--- src/rtl/timer_pkg.sv ---
// Shared types and default sizes for the down-counting timer and its prescaler.
package timer_pkg;

  typedef enum logic {
    IDLE = 1'b0,
    RUN  = 1'b1
  } state_t;

  localparam int DEF_WIDTH     = 8;
  localparam int DEF_PRE_WIDTH = 4;

endpackage

--- src/rtl/down_timer_counter.sv ---
// Generic loadable up-counter; load has priority over enable.
module counter #(
  parameter int WIDTH = 4
) (
  input  logic             clk,
  input  logic             rst,
  input  logic [WIDTH-1:0] data_in,
  input  logic             load,
  input  logic             en,
  output logic [WIDTH-1:0] count
);

  logic [WIDTH-1:0] count_reg;

  always_ff @(posedge clk) begin
    if (rst) begin
      count_reg <= '0;
    end else if (load) begin
      count_reg <= data_in;
    end else if (en) begin
      count_reg <= count_reg + WIDTH'(1);
    end
  end

  assign count = count_reg;

endmodule

--- src/rtl/down_timer.sv ---
// Loadable down-counting timer with prescaler, one-shot/auto-reload modes,
// a one-cycle terminal-count pulse and a sticky done flag.
module down_timer
  import timer_pkg::*;
#(
  parameter int WIDTH     = DEF_WIDTH,
  parameter int PRE_WIDTH = DEF_PRE_WIDTH
) (
  input  logic                 clk,
  input  logic                 rst,
  input  logic [WIDTH-1:0]     load_val,
  input  logic                 load,
  input  logic [PRE_WIDTH-1:0] prescale,
  input  logic                 auto_reload,
  input  logic                 stop,
  input  logic                 done_clr,
  output logic [WIDTH-1:0]     count,
  output logic                 busy,
  output logic                 tc,
  output logic                 done
);

  state_t               state_reg, state_next;
  logic [WIDTH-1:0]     count_reg, count_next;
  logic [WIDTH-1:0]     reload_reg, reload_next;
  logic                 tc_reg, tc_next;
  logic                 done_reg, done_next;
  logic [PRE_WIDTH-1:0] pre_count;
  logic                 tick;
  logic                 busy_int;

  assign busy_int = (state_reg == RUN);
  assign tick     = busy_int && (pre_count == prescale);

  // Prescaler is held cleared outside RUN and restarts on every tick or load.
  counter #(
    .WIDTH(PRE_WIDTH)
  ) u_prescaler (
    .clk    (clk),
    .rst    (rst),
    .data_in('0),
    .load   (tick | load | ~busy_int),
    .en     (busy_int),
    .count  (pre_count)
  );

  always_ff @(posedge clk) begin
    if (rst) begin
      state_reg  <= IDLE;
      count_reg  <= '0;
      reload_reg <= '0;
      tc_reg     <= 1'b0;
      done_reg   <= 1'b0;
    end else begin
      state_reg  <= state_next;
      count_reg  <= count_next;
      reload_reg <= reload_next;
      tc_reg     <= tc_next;
      done_reg   <= done_next;
    end
  end

  always_comb begin
    logic done_set;
    state_next  = state_reg;
    count_next  = count_reg;
    reload_next = reload_reg;
    tc_next     = 1'b0;
    done_set    = 1'b0;

    if (load) begin
      reload_next = load_val;
      count_next  = load_val;
      if (load_val != '0) begin
        state_next = RUN;
      end else begin
        state_next = IDLE;
        tc_next    = 1'b1;
        done_set   = 1'b1;
      end
    end else if (stop && busy_int) begin
      state_next = IDLE;
    end else if (tick) begin
      // Expiry is detected at 1 so the count never wraps below zero.
      if (count_reg > WIDTH'(1)) begin
        count_next = count_reg - WIDTH'(1);
      end else begin
        tc_next  = 1'b1;
        done_set = 1'b1;
        if (auto_reload) begin
          count_next = reload_reg;
        end else begin
          count_next = '0;
          state_next = IDLE;
        end
      end
    end

    done_next = done_set ? 1'b1 : (done_clr ? 1'b0 : done_reg);
  end

  assign count = count_reg;
  assign busy  = busy_int;
  assign tc    = tc_reg;
  assign done  = done_reg;

endmodule

--- config.mk ---
export PLATFORM = sky130hd
export DESIGN_NAME = down_timer
export DESIGN_NICKNAME = d
export VERILOG_FILES = /design/src/rtl/timer_pkg.sv /design/src/rtl/down_timer_counter.sv /design/src/rtl/down_timer.sv
export SDC_FILE = /design/constraint.sdc
export NUM_CORES = 1
export LEC_CHECK = 0
export BUFFER_PORTS_ARGS = -buffer_cell sky130_fd_sc_hd__clkbuf_2
export CAP_MARGIN = 10
export CORE_UTILIZATION = 48
export CTS_BUF_LIST = sky130_fd_sc_hd__clkbuf_4 sky130_fd_sc_hd__clkbuf_8
export DETAILED_ROUTE_END_ITERATION = 10
export GPL_TIMING_DRIVEN = 0
export PLACE_DENSITY = 0.79
export SLEW_MARGIN = 20
export SYNTH_ARGS = -nofsm -noshare
export SYNTH_HDL_FRONTEND = slang
export SYNTH_SLANG_ARGS = --single-unit
--- constraint.sdc ---
create_clock -name clk -period 2.4 [get_ports clk]
set_input_delay 0 -clock clk [delete_from_list [all_inputs] [get_ports clk]]
set_output_delay 0 -clock clk [all_outputs]
set_load 0.05 [all_outputs]
# Word-level counts from Yosys, hierarchy flattened
# Index checks and enable logic that the tools add are counted.
# op_classes
addsub,2
multipliers,0
div,0
n_lt_le_gt_ge,1
n_eq_ne,4
shift,0
n_mux,18
bitwise_logic,3
reduce_logical,9
# ops
operator,count
$mux 8,5
$mux 1,13
$gt 8x1->1 const B,1
$reduce_bool 8->1,1
$sub 8x1->8 const B,1
$add 4x1->4 const B,1
$eq 4x4->1,1
$reduce_bool 2->1,2
$ne 3x2->1 const B,1
$ne 3x3->1 const B,1
$reduce_and 3->1,1
$reduce_bool 3->1,1
$logic_and 1x1->1,2
$ne 2x2->1 const B,1
$or 1x1->1,2
$reduce_and 2->1,1
$reduce_or 2->1,1
$not 1->1,1
# totals
reg_bits,23
latchBits,0
ram_bits,0
romBits,0
inputBits,18
output_inout_bits,11
word_cells,43
memories,0

# Longest topological paths before layout
# logic_depth
depth_word,6
mapped_depth,8
mapped_depth_nobuf,7

# Modules after synthesis
# Synthesis repeated with hierarchy kept, for this count alone.
# unflattened
hier_cells,164
hier_area_um2,1343.8
# modules_own_cells
mod,instances,cells_per_inst,area_each_um2,seq_area_each_um2
down_timer,1,142,1138.6,380.4
counter,1,22,205.2,80.1

# Worst setup path after synthesis
# OpenSTA, ideal clock, no wires.
# synth_timing
path_kind,register -> register
from,register count_reg[1] (netlist: count[1])
to,register count_reg[6] (netlist: count[6])
setup_ns,0.101
t_arrival_ns,2.094
required_time_ns,2.299
setup_slack_ns,0.205
stages_incl_launch_ff,8
n_path_buf,0
synth_period_minus_slack_ns,2.195
path_cell_list,dfxtp_1 -> inv_1 -> ha_1 -> or4b_1 -> or3_1 -> a21oi_1 -> a311oi_1 -> o41ai_1
# synth_via
elab_chain_cells,5
word_cells_on_any_way,6
classes_between,add/sub (1); order compare (1); mux (4)
# synth_rtl
element,line,text
start: declaration,down_timer.sv:24,"logic [WIDTH-1:0] count_reg, count_next;"
start signal: assignment,down_timer.sv:56,count_reg <= count_next;
$sub 8x1->8 / $gt 8x1->1 (equally long branches),"down_timer.sv:86, down_timer.sv:85",
$mux 8 (*),down_timer.sv:85,if (count_reg > WIDTH'(1)) begin
$mux 8 (*),down_timer.sv:83,end else if (tick) begin
$mux 8 (*),down_timer.sv:81,end else if (stop && busy_int) begin
$mux 8 (*),down_timer.sv:71,if (load) begin
# Every way passes the cells marked *; elsewhere a longest branch is shown, timed or not. The select of a mux whose other input is x is not followed.
# A chain may end at the register's enable or synchronous reset.

# Worst setup path in the final report
# layout_timing
from,register count_reg[0] (netlist: count[0])
to,register count_reg[6] (netlist: count[6])
# The elaborated chain is that of the path after synthesis.

==> results.toml <==
[timing]
setup_tns_ns = 0
slew_headroom = 0.3930
fmax_mhz = 446.1
period_minus_slack_ns = 2.242
rsz0062_at_grt = "no"
tightest_slew_ns = 0.9022
worst_clock_skew_ns = 0.008021
hold_viol = 0
timing.final.max_slew_violations = 0
setup-violations-final = 0
period_share = 0.9341

[die]
ios = 29
fp.dieH_um = 52.72
rows = 18
initial_core_util = 0.5031
die_x_um = 52.72
die-area_um2 = 2779
core_area_um2 = 2455

[logic_synthesis]
yosysMostFrequentCell = "dfxtp_1"
synth_enable_flop_cells = 0
synthTopCellsByArea = "dfxtp_1, nor2_1, nand2_1"
avgSynthCellArea_um2 = 8.288
ys_ff_latch = 23
syn-cell-area_um2 = 1235
syn_nets = 170
synth_cell_type_count = 44
synth_flop_cell = "dfxtp_1"
seq_area_frac_synth = 0.3728
synth_top_area_frac = 0.3728
synth_cells = 149
ys_async_sr_fraction = 0
yosys-top-cells-count = "dfxtp_1, nor2_1, nand2_1, a21oi_1, o21ai_0"
ys.warnings.count = 0
synth_top_area_cell = "dfxtp_1"

[clock_network]
path_clk_slew_ns = 0.13
cts_tree = "yes"
cts_resized = 0
clk_latency_ns = 0.31
clockBufferDepth = 2
root_buffer = "clkbuf_4"
cts_sinks = 23
cts-htree-levels = 1
cts_buffers = 3

[detailed_routing]
drc = 0
via_per_inst = 5.840
drt_wl_total_um = 3058
wl_per_cell_um = 13.96
drt_iter0_drc = 42
vias = 1279
dr.pass1.iters = 4
detail-route-antenna-nets = 0

[worst_setup_path]
crit_type = "flip-flop to flip-flop"
r2r-start = "count[0]$_SDFFE_PP0P_"
required_ns = 2.62
path_max_fanout = 9
cp-startpoint = "count[0]$_SDFFE_PP0P_"
arrival_ns = 2.46
critPathCaptureType = "flip-flop"
critPathLaunchType = "flip-flop"

[place]
io_buffers = 26
place_hpwl_um = 2285
gp_congestion = 0.8485
placedInstanceArea_um2 = 1403

[grt]
grt_max_degree = 13
grt_pass1_wl_um = 5043
antenna_found_initial = 0
grtUsageTotal = 0.2429
grt_remaining_overflow = 0
grt_pass1_vias = 1166

[run]
cap_viol_max_count = 0

[status]
outcome = "finished, final reports clean"

[layout]
multi_input_area_um2 = 720.7
drive_above_1_share = 0.2222
seq_area_um2 = 460.4
area_growth_pct = 24.11
stdcell_area_um2 = 1533
diodes = 0
n_fill_cell = 211
layout.nets = 211

[pwr]
power_density_nw_per_um2 = 550.6
total_leakage_power_uw = 0.0006182
peakVddDrop_mv = 0.4848

[worst_hold_path]
hold_class = "primary input to flip-flop"
worstHoldStart = "stop"
routing by layer:
layer	up-vias	global-route usage	share of wire
met5	-	0	0
met4	0	0.07895	0.012
met3	6	0.04058	0.078
met2	66	0.4008	0.47
met1	586	0.3175	0.44
li1	621	-	-
worst max-delay path, stage by stage, from the launching register on:
cell and delay (ns):
dfxtp_1 0.42, inv_1 0.09, ha_1 0.26, or4b_1 0.52
or3_1 0.33, a21oi_1 0.18, a311oi_1 0.07, o41ai_1 0.30
cells in the final DEF, fill, tap and decap left out, drive strengths merged, types with 2 or more instances in the layout:
cell,n
o41ai,3
dfxtp,23
nand2,17
clkbuf,34
o21ai,9
xor2,2
a21oi,12
nor3,3
nand3,2
a311oi,2
nor4b,2
or2,2
xnor2,4
buf,3
a31oi,4
nor2,18
and3,4
inv,3
mux2i,4
nand4,2
ha,3
nor4,2
nand2b,3
or4,3
dlygate4sd3,10
or3,2
per-stage QoR:
| stage | power [uW] | hold slack (ns) | setup slack [ns] | utilization | cells |
|---|---|---|---|---|---|
| 4_1_cts | 839.9 | 0.001144 | 0.1692 | 0.6244 | 219 |
| 5_1_grt | 885.1 | 0.001627 | 0.01193 | 0.6244 | 219 |
| 2_1_floorplan | 588.0 | 0.1021 | 0.2049 | - | 149 |
| 3_5_place_dp | 647.4 | 0.2613 | 0.2080 | 0.5714 | 205 |
| 3_3_place_gp | 639.1 | 0.2647 | 0.2619 | 0.5714 | 205 |
| 6_report | 843.8 | 0.008179 | 0.1583 | 0.6244 | 219 |
power by group:
group	total (uW)	internal (uW)	leakage, uW	switching (uW)
Clock	189	76.2	0.0000184	113
Combinational	228	91.6	0.000411	136
Sequential	427	402	0.000189	25.0
what timing repair did:
| item | 4_1_cts | 5_1_grt |
|---|---|---|
| endpoints found under the setup margin | 0 | 0 |
| buffers inserted | 0 | 0 |
| hold buffers | 10 | 0 |
| endpoints found under the hold margin | 14 | 0 |
kinds of logic (layout without fill, tap and decap cells):
family | count (synthesis) | count (layout) | share of synthesized area
and+or+nand+nor | 63 | 63 | 0.2736
AOI/OAI and AO/OA | 38 | 38 | 0.1956
DFF | 23 | 23 | 0.3728
buffers and inverters | 11 | 51 | 0.04356
xor gates and xnor gates | 6 | 6 | 0.04255
muxes | 5 | 5 | 0.04154
adders and majority gates | 3 | 3 | 0.03040
worst paths after layout:
check	slack, ns	depth (start not counted)	to
worst max-delay path	0.16	7	count[6]$_SDFFE_PP0P_
worst min-delay path	0.008	3	busy$_SDFFE_PP0P_
worst max register to register	0.16	7	count[6]$_SDFFE_PP0P_
worst min register to register	0.47	2	reload_reg[0]$_SDFFE_PP0P_
final cells by class:
class / instances / area share
Buffer: 7 / 0.02531
Inverter: 4 / 0.009796
Clock buffer: 4 / 0.01959
Multi-Input combinational cell: 115 / 0.4702
Sequential cell: 23 / 0.3004
Timing Repair Buffer: 36 / 0.1502
Tap cell: 30 / 0.02449
No activity file was read; power rests on OpenSTA's default activity.
